--- src/rtl/ts_mux_pkg.sv ---
// Shared types, constants and helpers for the TS pseudo-header multiplexer.
// Covers the FSM state type, null-packet bytes, register-map offsets and reset values.
package ts_mux_pkg;

  typedef enum logic [1:0] {
    ST_IDLE    = 2'd0,
    ST_HEADER  = 2'd1,
    ST_PAYLOAD = 2'd2,
    ST_GAP     = 2'd3
  } state_e;

  localparam logic [7:0] TS_SYNC      = 8'h47;
  localparam logic [7:0] NULL_TS_HDR1 = 8'h1F;
  localparam logic [7:0] NULL_TS_HDR2 = 8'hFF;
  localparam logic [7:0] NULL_TS_HDR3 = 8'h10;
  localparam logic [7:0] NULL_STUFF   = 8'hFF;
  localparam logic [7:0] NULL_PHDR0   = 8'hFF;

  // CTRL follows the last header byte of the last source; EN_MASK follows CTRL.
  function automatic int ctrl_offset(input int n_src, input int hdr_len);
    return n_src * hdr_len;
  endfunction

  function automatic int en_mask_offset(input int n_src, input int hdr_len);
    return n_src * hdr_len + 1;
  endfunction

  function automatic logic [7:0] hdr_reset_byte(input int src, input int k);
    logic [7:0] b;
    if (k == 0) begin
      b = 8'(src);
    end else if (k == 1) begin
      b = 8'(src + 2);
    end else begin
      b = 8'h00;
    end
    return b;
  endfunction

  function automatic logic [7:0] null_payload_byte(input int idx);
    logic [7:0] b;
    if (idx == 0) begin
      b = TS_SYNC;
    end else if (idx == 1) begin
      b = NULL_TS_HDR1;
    end else if (idx == 2) begin
      b = NULL_TS_HDR2;
    end else if (idx == 3) begin
      b = NULL_TS_HDR3;
    end else begin
      b = NULL_STUFF;
    end
    return b;
  endfunction

endpackage

--- src/rtl/rr_arbiter.sv ---
// Combinational round-robin arbiter: grants the first request at or after ptr,
// wrapping modulo N_SRC. The request vector is doubled so the wrap needs no modulo.
module rr_arbiter #(
  parameter int N_SRC = 4,
  parameter int PTR_W = $clog2(N_SRC)
) (
  input  logic [N_SRC-1:0] req,
  input  logic [PTR_W-1:0] ptr,
  output logic [N_SRC-1:0] gnt,
  output logic             valid
);

  localparam int IW = $clog2(2 * N_SRC);

  logic [2*N_SRC-1:0] req2_s;
  logic [2*N_SRC-1:0] gnt2_s;
  logic               found_s;
  logic               hit_s;
  logic [IW-1:0]      idx_s;

  assign req2_s = {req, req};

  // Scan N_SRC positions starting at ptr; only the first hit is granted.
  always_comb begin
    gnt2_s  = '0;
    found_s = 1'b0;
    hit_s   = 1'b0;
    idx_s   = '0;
    for (int i = 0; i < N_SRC; i++) begin
      idx_s         = IW'(ptr) + IW'(i);
      hit_s         = !found_s && req2_s[idx_s];
      gnt2_s[idx_s] = gnt2_s[idx_s] | hit_s;
      found_s       = found_s | hit_s;
    end
  end

  assign gnt   = gnt2_s[N_SRC-1:0] | gnt2_s[2*N_SRC-1:N_SRC];
  assign valid = found_s;

endmodule

--- src/rtl/ts_packet_mux.sv ---
// N-source TS packet multiplexer: round-robin grant, SPI-programmable pseudo-header
// prefix per source, null-packet stuffing and an optional inter-packet gap.
module ts_packet_mux
  import ts_mux_pkg::*;
#(
  parameter int         N_SRC         = 4,
  parameter int         HDR_LEN       = 4,
  parameter int         PKT_LEN       = 188,
  parameter int         SRC_LAT       = 2,
  parameter int         GAP_CYCLES    = 0,
  parameter logic [7:0] ADDR_HDR_BASE = 8'h20
) (
  input  logic               SYS_CLK,
  input  logic               RST,
  input  logic [N_SRC-1:0]   GOT_FULL_PACKET,
  input  logic [8*N_SRC-1:0] DATA_IN,
  input  logic [7:0]         SPI_ADDRESS,
  input  logic [7:0]         SPI_DATA,
  input  logic               RISING_SS,
  output logic [N_SRC-1:0]   GIVE_ME_ONE_PACKET,
  output logic [7:0]         DATA_OUT,
  output logic               DCLK_OUT,
  output logic               D_VALID_OUT,
  output logic               P_SYNC_OUT
);

  localparam int         SW            = $clog2(N_SRC);
  localparam int         CNT_W         = $clog2(HDR_LEN + PKT_LEN + 1);
  localparam int         GAP_W         = $clog2(GAP_CYCLES + 2);
  localparam int         NHB           = N_SRC * HDR_LEN;
  localparam bit         PULSE_IN_IDLE = (SRC_LAT == HDR_LEN);
  localparam int         PULSE_CNT     = PULSE_IN_IDLE ? 0 : HDR_LEN - SRC_LAT - 1;
  localparam logic [8:0] CTRL_OFF      = 9'(ctrl_offset(N_SRC, HDR_LEN));
  localparam logic [8:0] EN_OFF        = 9'(en_mask_offset(N_SRC, HDR_LEN));

  if (SRC_LAT < 1 || SRC_LAT > HDR_LEN || N_SRC < 2 || N_SRC > 8 ||
      HDR_LEN < 1 || HDR_LEN > 16) begin : g_param_check
    $error("ts_packet_mux: SRC_LAT, N_SRC or HDR_LEN out of range");
  end

  state_e           state_q, state_d;
  logic [CNT_W-1:0] cnt_q, cnt_d;
  logic [GAP_W-1:0] gap_q, gap_d;
  logic [SW-1:0]    rr_q, rr_d;
  logic [SW-1:0]    grant_q, grant_d;
  logic             null_q, null_d;
  logic [7:0]       hdr_q [NHB];
  logic [7:0]       hdr_d [NHB];
  logic [7:0]       shadow_q [HDR_LEN];
  logic [7:0]       shadow_d [HDR_LEN];
  logic             null_en_q, null_en_d;
  logic [N_SRC-1:0] en_mask_q, en_mask_d;
  logic [7:0]       data_q, data_d;
  logic             valid_q, valid_d;
  logic             sync_q, sync_d;
  logic [N_SRC-1:0] give_q, give_d;

  logic [N_SRC-1:0] arb_gnt_s;
  logic             arb_valid_s;
  logic [SW-1:0]    gidx_s;
  logic [7:0]       hdr_sel_s [HDR_LEN];
  logic [7:0]       hdr_byte_s;
  logic [7:0]       src_byte_s;
  logic [7:0]       null_byte_s;
  logic [N_SRC-1:0] grant_oh_s;
  logic             wr_s;
  logic [8:0]       off_s;

  rr_arbiter #(
    .N_SRC (N_SRC),
    .PTR_W (SW)
  ) u_arb (
    .req   (GOT_FULL_PACKET & en_mask_q),
    .ptr   (rr_q),
    .gnt   (arb_gnt_s),
    .valid (arb_valid_s)
  );

  // Data-path selects: candidate header, current header byte, granted source byte.
  always_comb begin
    gidx_s     = '0;
    src_byte_s = 8'h00;
    grant_oh_s = '0;
    hdr_byte_s = 8'h00;
    for (int i = 0; i < N_SRC; i++) begin
      gidx_s        = gidx_s | (arb_gnt_s[i] ? SW'(i) : SW'(0));
      src_byte_s    = src_byte_s | ((grant_q == SW'(i)) ? DATA_IN[8*i +: 8] : 8'h00);
      grant_oh_s[i] = (grant_q == SW'(i));
    end
    for (int k = 0; k < HDR_LEN; k++) begin
      hdr_sel_s[k] = 8'h00;
      for (int s = 0; s < N_SRC; s++) begin
        hdr_sel_s[k] = hdr_sel_s[k] | ((gidx_s == SW'(s)) ? hdr_q[s*HDR_LEN + k] : 8'h00);
      end
      hdr_byte_s = hdr_byte_s | ((cnt_q == CNT_W'(k)) ? shadow_q[k] : 8'h00);
    end
    null_byte_s = null_payload_byte(int'(cnt_q) - HDR_LEN);
  end

  // SPI register writes; they touch only the live registers, never the shadow.
  always_comb begin
    wr_s  = RISING_SS && (SPI_ADDRESS >= ADDR_HDR_BASE);
    off_s = {1'b0, SPI_ADDRESS} - {1'b0, ADDR_HDR_BASE};
    for (int i = 0; i < NHB; i++) begin
      hdr_d[i] = (wr_s && off_s == 9'(i)) ? SPI_DATA : hdr_q[i];
    end
    null_en_d = (wr_s && off_s == CTRL_OFF) ? SPI_DATA[0] : null_en_q;
    en_mask_d = (wr_s && off_s == EN_OFF) ? SPI_DATA[N_SRC-1:0] : en_mask_q;
  end

  // Packet sequencer: cnt runs through header then payload without restarting.
  always_comb begin
    state_d  = state_q;
    cnt_d    = cnt_q;
    gap_d    = gap_q;
    rr_d     = rr_q;
    grant_d  = grant_q;
    null_d   = null_q;
    shadow_d = shadow_q;
    data_d   = 8'h00;
    valid_d  = 1'b0;
    sync_d   = 1'b0;
    give_d   = '0;
    case (state_q)
      ST_IDLE: begin
        cnt_d = '0;
        if (arb_valid_s) begin
          state_d = ST_HEADER;
          grant_d = gidx_s;
          null_d  = 1'b0;
          rr_d    = (gidx_s == SW'(N_SRC - 1)) ? SW'(0) : gidx_s + SW'(1);
          give_d  = PULSE_IN_IDLE ? arb_gnt_s : '0;
          for (int k = 0; k < HDR_LEN; k++) begin
            shadow_d[k] = hdr_sel_s[k];
          end
        end else if (null_en_q) begin
          state_d = ST_HEADER;
          null_d  = 1'b1;
          for (int k = 0; k < HDR_LEN; k++) begin
            shadow_d[k] = (k == 0) ? NULL_PHDR0 : 8'h00;
          end
        end else begin
          state_d = ST_IDLE;
        end
      end
      ST_HEADER: begin
        data_d  = hdr_byte_s;
        valid_d = 1'b1;
        cnt_d   = cnt_q + CNT_W'(1);
        give_d  = (!null_q && !PULSE_IN_IDLE && cnt_q == CNT_W'(PULSE_CNT)) ? grant_oh_s : '0;
        state_d = (cnt_q == CNT_W'(HDR_LEN - 1)) ? ST_PAYLOAD : ST_HEADER;
      end
      ST_PAYLOAD: begin
        data_d  = null_q ? null_byte_s : src_byte_s;
        valid_d = 1'b1;
        sync_d  = (cnt_q == CNT_W'(HDR_LEN));
        if (cnt_q == CNT_W'(HDR_LEN + PKT_LEN - 1)) begin
          cnt_d   = '0;
          gap_d   = '0;
          state_d = (GAP_CYCLES > 0) ? ST_GAP : ST_IDLE;
        end else begin
          cnt_d   = cnt_q + CNT_W'(1);
          state_d = ST_PAYLOAD;
        end
      end
      ST_GAP: begin
        gap_d   = gap_q + GAP_W'(1);
        state_d = (gap_q == GAP_W'(GAP_CYCLES - 1)) ? ST_IDLE : ST_GAP;
      end
      default: begin
        state_d = ST_IDLE;
      end
    endcase
  end

  // State and output registers with synchronous reset.
  always_ff @(posedge SYS_CLK) begin
    if (RST) begin
      state_q   <= ST_IDLE;
      cnt_q     <= '0;
      gap_q     <= '0;
      rr_q      <= '0;
      grant_q   <= '0;
      null_q    <= 1'b0;
      null_en_q <= 1'b0;
      en_mask_q <= '1;
      data_q    <= 8'h00;
      valid_q   <= 1'b0;
      sync_q    <= 1'b0;
      give_q    <= '0;
      for (int s = 0; s < N_SRC; s++) begin
        for (int k = 0; k < HDR_LEN; k++) begin
          hdr_q[s*HDR_LEN + k] <= hdr_reset_byte(s, k);
        end
      end
      for (int k = 0; k < HDR_LEN; k++) begin
        shadow_q[k] <= 8'h00;
      end
    end else begin
      state_q   <= state_d;
      cnt_q     <= cnt_d;
      gap_q     <= gap_d;
      rr_q      <= rr_d;
      grant_q   <= grant_d;
      null_q    <= null_d;
      null_en_q <= null_en_d;
      en_mask_q <= en_mask_d;
      data_q    <= data_d;
      valid_q   <= valid_d;
      sync_q    <= sync_d;
      give_q    <= give_d;
      hdr_q     <= hdr_d;
      shadow_q  <= shadow_d;
    end
  end

  assign GIVE_ME_ONE_PACKET = give_q;
  assign DATA_OUT           = data_q;
  assign DCLK_OUT           = SYS_CLK;
  assign D_VALID_OUT        = valid_q;
  assign P_SYNC_OUT         = sync_q;

endmodule
--- config.mk ---
export PLATFORM = sky130hd
export DESIGN_NAME = ts_packet_mux
export DESIGN_NICKNAME = d
export VERILOG_FILES = /design/src/rtl/ts_mux_pkg.sv /design/src/rtl/rr_arbiter.sv /design/src/rtl/ts_packet_mux.sv
export SDC_FILE = /design/constraint.sdc
export NUM_CORES = 1
export LEC_CHECK = 0
export BUFFER_PORTS_ARGS = -buffer_cell sky130_fd_sc_hd__buf_4
export CORE_MARGIN = 2
export CORE_UTILIZATION = 40
export DETAILED_ROUTE_END_ITERATION = 8
export PLACE_DENSITY_LB_ADDON = 0.3
export SLEW_MARGIN = 10
export SYNTH_ARGS = -nofsm -noshare
export SYNTH_HDL_FRONTEND = slang
export SYNTH_SLANG_ARGS = --single-unit
--- constraint.sdc ---
create_clock -name SYS_CLK -period 11.9 [get_ports SYS_CLK]
set_input_delay 1.785 -clock SYS_CLK [delete_from_list [all_inputs] [get_ports SYS_CLK]]
set_output_delay 1.785 -clock SYS_CLK [all_outputs]
set_load 0.02 [all_outputs]
* Yosys cells after proc, flatten, opt, wreduce, memory -nomap -nowiden
Index checks and enable logic that the tools add are counted.
Operators by class: $add $sub $neg 8, order comparisons 9, reduce and logical (&&, ||, !) cells 46, muxes and demuxes 76, bitwise gates (word level) 33, equal/unequal tests 35
Operators with widths (count):
- 8-bit two-way mux | 30
- 8-bit bitwise OR | 18
- 9-bit by 4-bit == test with 1-bit output (second input constant) | 8
- 32-bit two-way mux | 2
- 9-bit by 3-bit == test with 1-bit output (second input constant) | 6
- 32-bit zero test | 1
- 9-bit by 2-bit == test with 1-bit output (second input constant) | 3
- 1-bit logical AND | 27
- 8-bit bitwise mux | 3
- 8-bit case mux with 3 select lines | 1
- 1-bit two-way mux | 19
- 1-bit binary-select mux with 3-bit select | 6
- 9-bit by 5-bit == test with 1-bit output (second input constant) | 2
- 8-bit by 2-bit == test with 1-bit output (second input constant) | 2
- 8-bit case mux with 2 select lines | 1
- 2-bit == test (second input constant) | 6
- 3-bit by 4-bit < comparator with 1-bit output (second input constant) | 3
- 2-bit two-way mux | 6
- 1-bit demux with 3-bit select | 3
- 9-bit by 1-bit == test with 1-bit output (second input constant) | 1
- 3-bit by 1-bit greater-or-equal comparator with 1-bit output (second input constant) | 3
- 9-bit zero test | 1
- 8-bit by 3-bit subtractor with 9-bit output (second input constant) | 1
- 8-bit by 6-bit subtractor with 9-bit output (second input constant) | 1
- other kinds (32) | 53
Word-level totals: register bits after elaboration 195, input bits 55, output and inout bits 15, word-level logic and storage cells 239

* Longest topological paths before layout
Gate-level depths: netlist (run 1).
depth in word-level cells 27, gate-level depth with buffers 17, mapped depth without buffers 14

* By module
From an unflattened synthesis (run 1), not the netlist that was laid out.
Unflattened totals: cell total of the unflattened synthesis 1007, area total of the unflattened synthesis 9230.1 µm²
Modules (own cells, without submodules):
- ts_packet_mux | instances 1, area an instance 8519.4 µm², seq. area each 3903.7 µm², cells an instance 916
- rr_arbiter | instances 1, area an instance 710.7 µm², seq. area each 0.0 µm², cells an instance 91

==> results.yml, run 1 <==
timing:
  hold_viol_final: 0
  worst_slack_ns: 3.77
  rsz0062_at_grt: "no"
  maxSlewViolCount: 0
  setup_viol: 0
  slew_headroom_pct: 23.7
  worstMarginPinSlew_ns: 1.14
  fin_worst_skew_ns: 0.00986
  fin_setup_tns_ns: 0
  hold_ws_ns: 0.469
hold_path:
  hold_path.class: "reg2reg"
  min_to: "hdr_q[113]"
  hp-start: "hdr_q[113]"
  hold_path_depth: 1
layout:
  area_delta_synth_final_pct: 13.6
  diodes: 0
  final_layout_size_suffix_gt1_share_pct: 15.3
  fillers: 2156
  finalNetCount: 1088
drt:
  routed_wl_um: 23800
  vias_per_cell: 5.63
  num_vias: 7391
  drtAntennaViolNets: 0
  firstDrtPassIters: 5
  drc_errors: 0
  wire_per_inst_um: 18.2
  drt_iter0_drc: 529
floorplanning:
  die_w_um: 156
  core_area_um2: 22600
  initial_utilization_pct: 40.8
  num_rows: 55
  die-area_um2: 24300
  io_pins: 70
  die_y_um: 156
worst_setup_path:
  critPathCaptureType: "output port"
  critPathMaxStageDelay_ns: 0.15
  crit_path_start_kind: "clock port"
  cp.required_ns: 10.12
  crit_type: "clk2out"
  crit_path_top_delay_cell: "buf_4"
  worstRegToRegCells: 13
  path_common_cell: "clkbuf_16"
  crit_chain: "clkbuf_16 -> clkbuf_16 -> buf_4"
  r2r_end: "shadow_q[12]"
  crit_arrival_ns: 6.34
  rrSetupSlack_ns: 6.67
  cp_max_fo: 2
  reg2reg_from: "rr_q[0]"
synthesis:
  netlist_area_um2: 9230
  yosys_warnings: 0
  yosysUniqueCellTypes: 77
  synth.avg_cell_area_um2: 9.39
  synth-edff-count: 0
  yosys.area.top_type_share_pct: 42.3
  synth.most_common_cell: "dfxtp_1"
  ys_ff_latch: 195
  synthTopCellsByArea: "dfxtp_1 (42%), mux2i_1 (13%), nor2_1 (7.7%), a221o_1 (3.6%), a22oi_1 (2.9%)"
  syn_inst: 983
  synth_nets: 1057
  synthTopCellsByCount: "dfxtp_1 (195), nor2_1 (190), mux2i_1 (118)"
  async_flop_share_pct: 0
  synth_ff_type: "dfxtp_1"
  synth_top_cell_by_area: "dfxtp_1"
  ys_seq_area_share_pct: 42.3
global_routing:
  grtUsageTotal_pct: 19.8
  grt_start_max_net_pins: 89
  antenna_found_initial: 0
  gr-total-overflow: 0
  first_global_vias: 6878
  grt_pass1_wl_um: 37700
clocking:
  cts_tree: "done"
  post-cts-setup-buffers: 0
  clk_pin_slew_ns: 0.07
  post_cts_resized: 0
  postCtsHoldBufs: 0
  clk_latency_ns: 0.55
power:
  p_leak_nw: 3.89
  irDropWorstVdd_uv: 153
  power_density_nw_per_um2: 190
place:
  dp_hpwl_um: 15200
  pre_cts_slack_ns: 4.03
  gp_congestion: 0.847
  port_buffers: 69
flow_run:
  cap_violations: 0
run_status:
  outcome: "finished clean"
[sequential cells by signal, indices dropped and copies added, names as in the netlist]
name and cells:
DATA_OUT 8, state_q 2, null_q 1, hdr_q 128
rr_q 2, cnt_q 8, en_mask_q 4, grant_q 2
P_SYNC_OUT 1, D_VALID_OUT 1, null_en_q 1, gap_q 1
shadow_q 32, GIVE_ME_ONE_PACKET 4
[critical path: cells and delay by family]
kind	cells	cell delay [ns]
buffers and inverters	3	0.40
[cells in the final DEF, fill, tap and decap left out, drive strengths merged, types with 3 or more instances in the layout]
cell type	count
a211oi	7
nor2	194
ha	19
inv	26
xor2	3
o21ai	36
a21oi	24
xnor2	3
dfxtp	195
nand4	5
a22oi	36
nor3b	21
or2	6
mux2i	118
a211o	17
nor2b	19
nand3	13
a21boi	3
a221o	33
mux4	9
nor3	7
clkbuf	21
and3	5
o211ai	3
and2	7
a21o	3
nand2	48
nor4	6
o31a	8
a22o	6
nand2b	6
clkinv	8
buf	78
[worst max path at each step]
stage                 start  endpoint  slack, ns
floorplan           SYS_CLK  DCLK_OUT       4.03
global placement    SYS_CLK  DCLK_OUT       4.03
detailed placement  SYS_CLK  DCLK_OUT       4.03
CTS                 SYS_CLK  DCLK_OUT       3.77
global route        SYS_CLK  DCLK_OUT       3.76
finish              SYS_CLK  DCLK_OUT       3.77
[per-stage QoR]
stage          utilization [%]  area (um2)  std cells  power, mW
2_1_floorplan                -        9230        983       1.23
3_3_place_gp              43.5        9850       1277       1.39
3_5_place_dp              43.5        9850       1277       1.40
4_1_cts                   46.3       10500       1312       1.99
5_1_grt                   46.3       10500       1312       2.09
6_report                  46.3       10500       1312       1.99
[report_power, final]
part           switching [mW]  leakage [nW]  internal [mW]
Clock                   0.280         0.321          0.327
Combinational           0.468          1.99          0.215
Sequential             0.0313          1.57          0.668
[final cells by class]
type	count	area [um2]	area share, %
clock buffer	22	522	4.98
clock inverter	14	120	1.15
inverter	20	80.1	0.764
multi-input combinational	699	4920	47.0
sequential	195	3900	37.2
tap	285	357	3.40
timing repair buffer	77	578	5.51
[metal layers]
| metal | GRT usage (%) | up-vias | wire [um] | share of wire, % |
|---|---|---|---|---|
| met5 | 0 | - | 0 | 0 |
| met4 | 5.85 | 0 | 279 | 1.2 |
| met3 | 3.06 | 28 | 1270 | 5.3 |
| met2 | 31.5 | 226 | 10700 | 45 |
| met1 | 27.7 | 3554 | 11600 | 48 |
| li1 | - | 3583 | - | - |
[logic make-up (layout without fill, tap and decap cells)]
kind of cell	Yosys count	in the layout	share of synthesized area [%]
flip-flops	195	195	42.3
XOR/XNOR	6	6	0.570
adder cells (fa/ha/maj)	19	19	2.58
AO/OA/AOI/OAI	197	197	16.8
AND/OR/NAND/NOR	349	349	18.2
multiplexers	128	128	15.1
buffers and inverters	89	133	4.46
No activity file was read; power rests on OpenSTA's default activity.
==> run 2: changes to the inputs <==
==> constraint.sdc (replaced) <==
create_clock -name SYS_CLK -period 7 [get_ports SYS_CLK]
set_input_delay 1.05 -clock SYS_CLK [delete_from_list [all_inputs] [get_ports SYS_CLK]]
set_output_delay 1.05 -clock SYS_CLK [all_outputs]
set_load 0.02 [all_outputs]
==> run 2 against run 1 <==
  * Clock skew is 0.00091 ns lower
  * Die area stayed put
  * Largest power group unchanged
  * Sequential power is 70% higher
==> results.yml, run 2 (synthesis gave the netlist of run 1 again) <==
clocking:
  postCtsHoldBufs: 0
  post-cts-setup-buffers: 0
  cts_tree: "done"
  clk_latency_ns: 0.54
  post_cts_resized: 0
  clk_pin_slew_ns: 0.07
worst_setup_path:
  critPathMaxStageDelay_ns: 0.89
  rrSetupSlack_ns: 1.79
  crit_path_top_delay_cell: "ha_2"
  crit_cells: 13
  endpoint: "shadow_q[1]"
  crit_buf_inv: 2
  crit_arrival_ns: 5.69
  critPathCaptureType: "flip-flop"
  worstRegToRegCells: 13
  crit_family: "compound AO/OA/AOI/OAI gates"
  crit_path_start_kind: "flip-flop"
  r2r_end: "shadow_q[1]"
  cp.required_ns: 7.48
  cp_max_fo: 32
  reg2reg_from: "rr_q[0]"
  crit_type: "reg2reg"
  startpoint: "rr_q[0]"
  crit_chain: "inv_4 -> ha_1 -> inv_4 -> mux4_2 -> nor3_2 -> or2_4 -> a21oi_1 -> a311oi_4 -> a221o_1 -> ha_2 -> a22oi_1 -> o21ai_0 -> a221o_1"
floorplanning:
  io_pins: 70
  core_area_um2: 22600
  die-area_um2: 24300
  initial_utilization_pct: 40.8
  die_y_um: 156
  num_rows: 55
  die_w_um: 156
place:
  placed_cells: 1277
  pre_cts_slack_ns: 1.83
  gp_congestion: 0.839
  dp_hpwl_um: 15400
  placed_area_um2: 9850
  port_buffers: 69
power:
  internal-power_mw: 2.19
  clockPowerShare_pct: 32.9
  p_leak_nw: 3.91
  p_seq_share_pct: 33.9
  power_density_nw_per_um2: 332
  p_sw_share_pct: 37.6
  irDropWorstVdd_uv: 380
  power_frac_comb_pct: 33.3
  power_switching_mw: 1.32
drt:
  firstDrtPassIters: 5
  drt_iter0_drc: 496
  num_vias: 7327
  drc_errors: 0
  wire_per_inst_um: 18.2
  routed_wl_um: 23900
  drtAntennaViolNets: 0
  vias_per_cell: 5.58
global_routing:
  grt_start_max_net_pins: 109
  grtUsageTotal_pct: 20.0
  gr-total-overflow: 0
  first_global_vias: 7017
  grt_pass1_wl_um: 38300
  antenna_found_initial: 0
layout:
  reg_top3: "hdr_q: 128 flops, shadow_q: 32 flops"
  final_cells: 1312
  final_layout_size_suffix_gt1_share_pct: 15.3
  largest_reg_flops: 128
  final_cell_mix: "dfxtp_1 (195), nor2_1 (190), mux2i_1 (118)"
  diodes: 0
  fillers: 2141
  area_delta_synth_final_pct: 14.5
  layout_commonest_cell: "dfxtp_1"
  largest-register: "hdr_q"
  postLayoutCellArea_um2: 10600
  finalNetCount: 1088
run_status:
  outcome: "finished clean"
timing:
  fin_setup_tns_ns: 0
  maxSlewViolCount: 0
  fin_worst_skew_ns: 0.00895
  worst_slack_ns: 1.79
  fmax_mhz: 192
  hold_viol_final: 0
  fin_crit_ns: 5.21
  slew_headroom_pct: 21.8
  setup_viol: 0
  rsz0062_at_grt: "no"
  fin_crit_sh_pct: 74.4
  worstMarginPinSlew_ns: 1.17
flow_run:
  cap_violations: 0
hold_path:
  hold_path.class: "reg2reg"
[run 2: final cells by class]
class                           count  area (um2)  area share, %
Inverter                           20        80.1          0.758
Clock buffer                       22         522           4.94
Tap cell                          285         357           3.38
Timing Repair Buffer               77         578           5.47
Multi-Input combinational cell    699        4920           46.6
Sequential cell                   195        3900           37.0
Clock inverter                     14         199           1.88
[run 2: power by group through the flow]
stage          registers (mW)  logic (mW)  clock network (mW)
3_5_place_dp             1.22        1.16              0.0167
4_1_cts                  1.19        1.16                1.17
5_1_grt                  1.20        1.27                1.22
6_report                 1.19        1.17                1.15
2_1_floorplan            1.18       0.891              0.0167
3_3_place_gp             1.22        1.15              0.0167
[run 2: worst min path at each step]
stage	startpoint	endpoint	slack (ns)	cells after the start
6_report	hdr_q[113]	hdr_q[113]	0.47	1
5_1_grt	hdr_q[113]	hdr_q[113]	0.49	1
4_1_cts	hdr_q[113]	hdr_q[113]	0.47	1
3_5_place_dp	hdr_q[113]	hdr_q[113]	0.45	1
3_3_place_gp	hdr_q[25]	hdr_q[25]	0.45	1
2_1_floorplan	hdr_q[25]	hdr_q[25]	0.44	1
[run 2: worst reg2reg max path, stage by stage (launching register included)]
cell and delay (ns):
dfxtp_1 0.78, inv_4 0.16, ha_1 0.52, inv_4 0.16, mux4_2 0.55, nor3_2 0.19, or2_4 0.19, a21oi_1 0.10
a311oi_4 0.46, a221o_1 0.59, ha_2 0.89, a22oi_1 0.23, o21ai_0 0.20, a221o_1 0.12
[run 2: per-layer routing]
metal / vias to the layer above / global-route usage (%) / wire [um]
met5: - / 0 / 0
met4: 0 / 5.11 / 345
met3: 29 / 3.86 / 1360
met2: 210 / 31.7 / 10600
met1: 3506 / 28.0 / 11600
li1: 3582 / - / -
[run 2: per-stage QoR]
stage	hold WS (ns)	total power, mW	utilization [%]
floorplan	0.436	2.09	-
finish	0.466	3.51	46.7
detailed placement	0.453	2.39	43.5
global route	0.489	3.69	46.7
global placement	0.452	2.38	43.5
CTS	0.469	3.52	46.7
==> run 3: changes to the inputs <==
==> constraint.sdc (replaced) <==
create_clock -name SYS_CLK -period 5.2 [get_ports SYS_CLK]
set_input_delay 0.78 -clock SYS_CLK [delete_from_list [all_inputs] [get_ports SYS_CLK]]
set_output_delay 0.78 -clock SYS_CLK [all_outputs]
set_load 0.02 [all_outputs]
==> run 3 against run 2 <==
  * Register-to-register slack lost 1.2 ns
  * Sequential power grew 33%
  * Via count is 0.41% lower
  * Critical path depth up 1
  * Worst hold slack better by 0.0046 ns
  * Clock power rose by 25%
  * Global-route usage is 0.20 points lower
  * First-iteration DRC count is 6.9% lower
  * Cell area fell by 0.19%
  * Non-clock buffer count increased by 5
  * Cell count grew 0.38%
  * Combinational power up 37%
  * Largest cell class unchanged
==> results.yml, run 3 (synthesis gave the netlist of run 1 again) <==
layout:
  final_layout_size_suffix_gt1_share_pct: 15.5
  final_cell_mix: "dfxtp_1 (195), nor2_1 (190), mux2i_1 (118)"
  diodes: 0
  finalNetCount: 1093
  reg_top3: "hdr_q: 128 flops, shadow_q: 32 flops"
  fillers: 2182
  area_delta_synth_final_pct: 14.3
  layout_commonest_cell: "dfxtp_1"
  largest_reg_flops: 128
  largest-register: "hdr_q"
worst_setup_path:
  crit_path_top_delay_cell: "dfxtp_1"
  critPathMaxStageDelay_ns: 0.54
  cp_max_fo: 32
  crit_arrival_ns: 5.05
  worstRegToRegCells: 14
  crit_path_start_kind: "flip-flop"
  crit_family: "compound AO/OA/AOI/OAI gates"
  crit_buf_inv: 4
  reg2reg_from: "rr_q[1]"
  crit_type: "reg2reg"
  critPathCaptureType: "flip-flop"
  crit_chain: "inv_1 -> ha_1 -> inv_4 -> mux4_2 -> nor3_2 -> or2_4 -> a21oi_1 -> a311oi_4 -> a211o_1 -> inv_1 -> ha_1 -> buf_4 -> a221o_1 -> o31a_1"
  rrSetupSlack_ns: 0.58
  cp.required_ns: 5.63
  r2r_end: "shadow_q[31]"
drt:
  vias_per_cell: 5.54
  wire_per_inst_um: 18.0
  drtAntennaViolNets: 0
  num_vias: 7297
  routed_wl_um: 23700
  drt_iter0_drc: 462
  drc_errors: 0
  firstDrtPassIters: 5
global_routing:
  antenna_found_initial: 0
  grt_pass1_wl_um: 38000
  gr-total-overflow: 0
  use_met3_pct: 4.14
  first_global_vias: 7059
  grt_busiest_layer: "met2"
  grtUsageTotal_pct: 19.8
  use_met2_pct: 31.7
  grt_use_met1_pct: 27.2
  grt_start_max_net_pins: 83
timing:
  rsz0062_at_grt: "no"
  fin_worst_skew_ns: 0.0115
  fin_crit_ns: 4.62
  fin_setup_tns_ns: 0
  hold_viol_final: 0
  setup_viol: 0
  slew_headroom_pct: 25.4
  worstMarginPinSlew_ns: 1.10
  fin_crit_sh_pct: 88.8
  maxSlewViolCount: 0
  fmax_mhz: 217
floorplanning:
  io_pins: 70
  initial_utilization_pct: 40.8
  die_w_um: 156
  num_rows: 55
  die-area_um2: 24300
  die_y_um: 156
  core_area_um2: 22600
hold_path:
  hold_path.class: "reg2reg"
  hold_path_depth: 1
  min_to: "hdr_q[24]"
  hp-start: "hdr_q[24]"
power:
  p_leak_nw: 3.92
  power_density_nw_per_um2: 438
  irDropWorstVdd_uv: 389
  finalPower_mw: 4.62
clocking:
  cts_tree: "done"
  post_cts_resized: 0
  clk_latency_ns: 0.54
  post-cts-setup-buffers: 0
  clk_pin_slew_ns: 0.08
  postCtsHoldBufs: 0
flow_run:
  cap_violations: 0
place:
  dp_hpwl_um: 15300
  gp_congestion: 0.890
  port_buffers: 69
run_status:
  outcome: "finished clean"
## run 3: changes by cell type in the layout (fill, tap and decap cells not counted)
cell	previous run	this run
ha_1	17	19
bufinv_16	4	1
ha_2	2	0
clkinv_2	1	0
inv_8	0	2
inv_6	4	3
buf_4	78	83
clkinvlp_4	4	2
clkinv_4	1	6
## run 3: metrics by stage
step	hold WS (ns)	instances	util (%)	setup slack, ns	instance area [um2]
final	0.471	1317	46.6	0.583	10500
after global placement	0.447	1282	43.7	0.731	9880
after global routing	0.498	1317	46.6	0.185	10500
after CTS	0.471	1317	46.6	0.578	10500
after floorplan	0.436	983	-	1.07	9230
after detailed placement	0.453	1282	43.7	0.597	9880
## run 3: metal layers
metal / up-vias / part of all wire, %
met4: 0 / 1.5
met1: 3460 / 48
li1: 3579 / -
met5: - / 0
met3: 28 / 6.6
met2: 230 / 44
## run 3: area by class of cell
type,instances,area [um2],share of cell area (%)
well taps,285,357,3.38
clock inverters,14,146,1.39
repair buffers,82,616,5.84
flip-flops and latches,195,3900,37.0
inverters,20,80.1,0.759
clock buffers,22,522,4.95
multi-input cells,699,4920,46.7
## run 3: report_power, final
group	switching [mW]	internal (mW)	total, mW	leakage, nW
clock network	0.645	0.797	1.44	0.323
registers	0.0525	1.53	1.58	1.57
logic	1.09	0.511	1.60	2.02
## run 3: worst max path at each step
| stage | start | endpoint | cells past startpoint |
|---|---|---|---|
| 2_1_floorplan | rr_q[0] | shadow_q[26] | 15 |
| 3_3_place_gp | rr_q[1] | shadow_q[31] | 14 |
| 3_5_place_dp | rr_q[1] | shadow_q[31] | 14 |
| 4_1_cts | rr_q[1] | shadow_q[31] | 14 |
| 5_1_grt | rr_q[1] | shadow_q[3] | 15 |
| 6_report | rr_q[1] | shadow_q[31] | 14 |
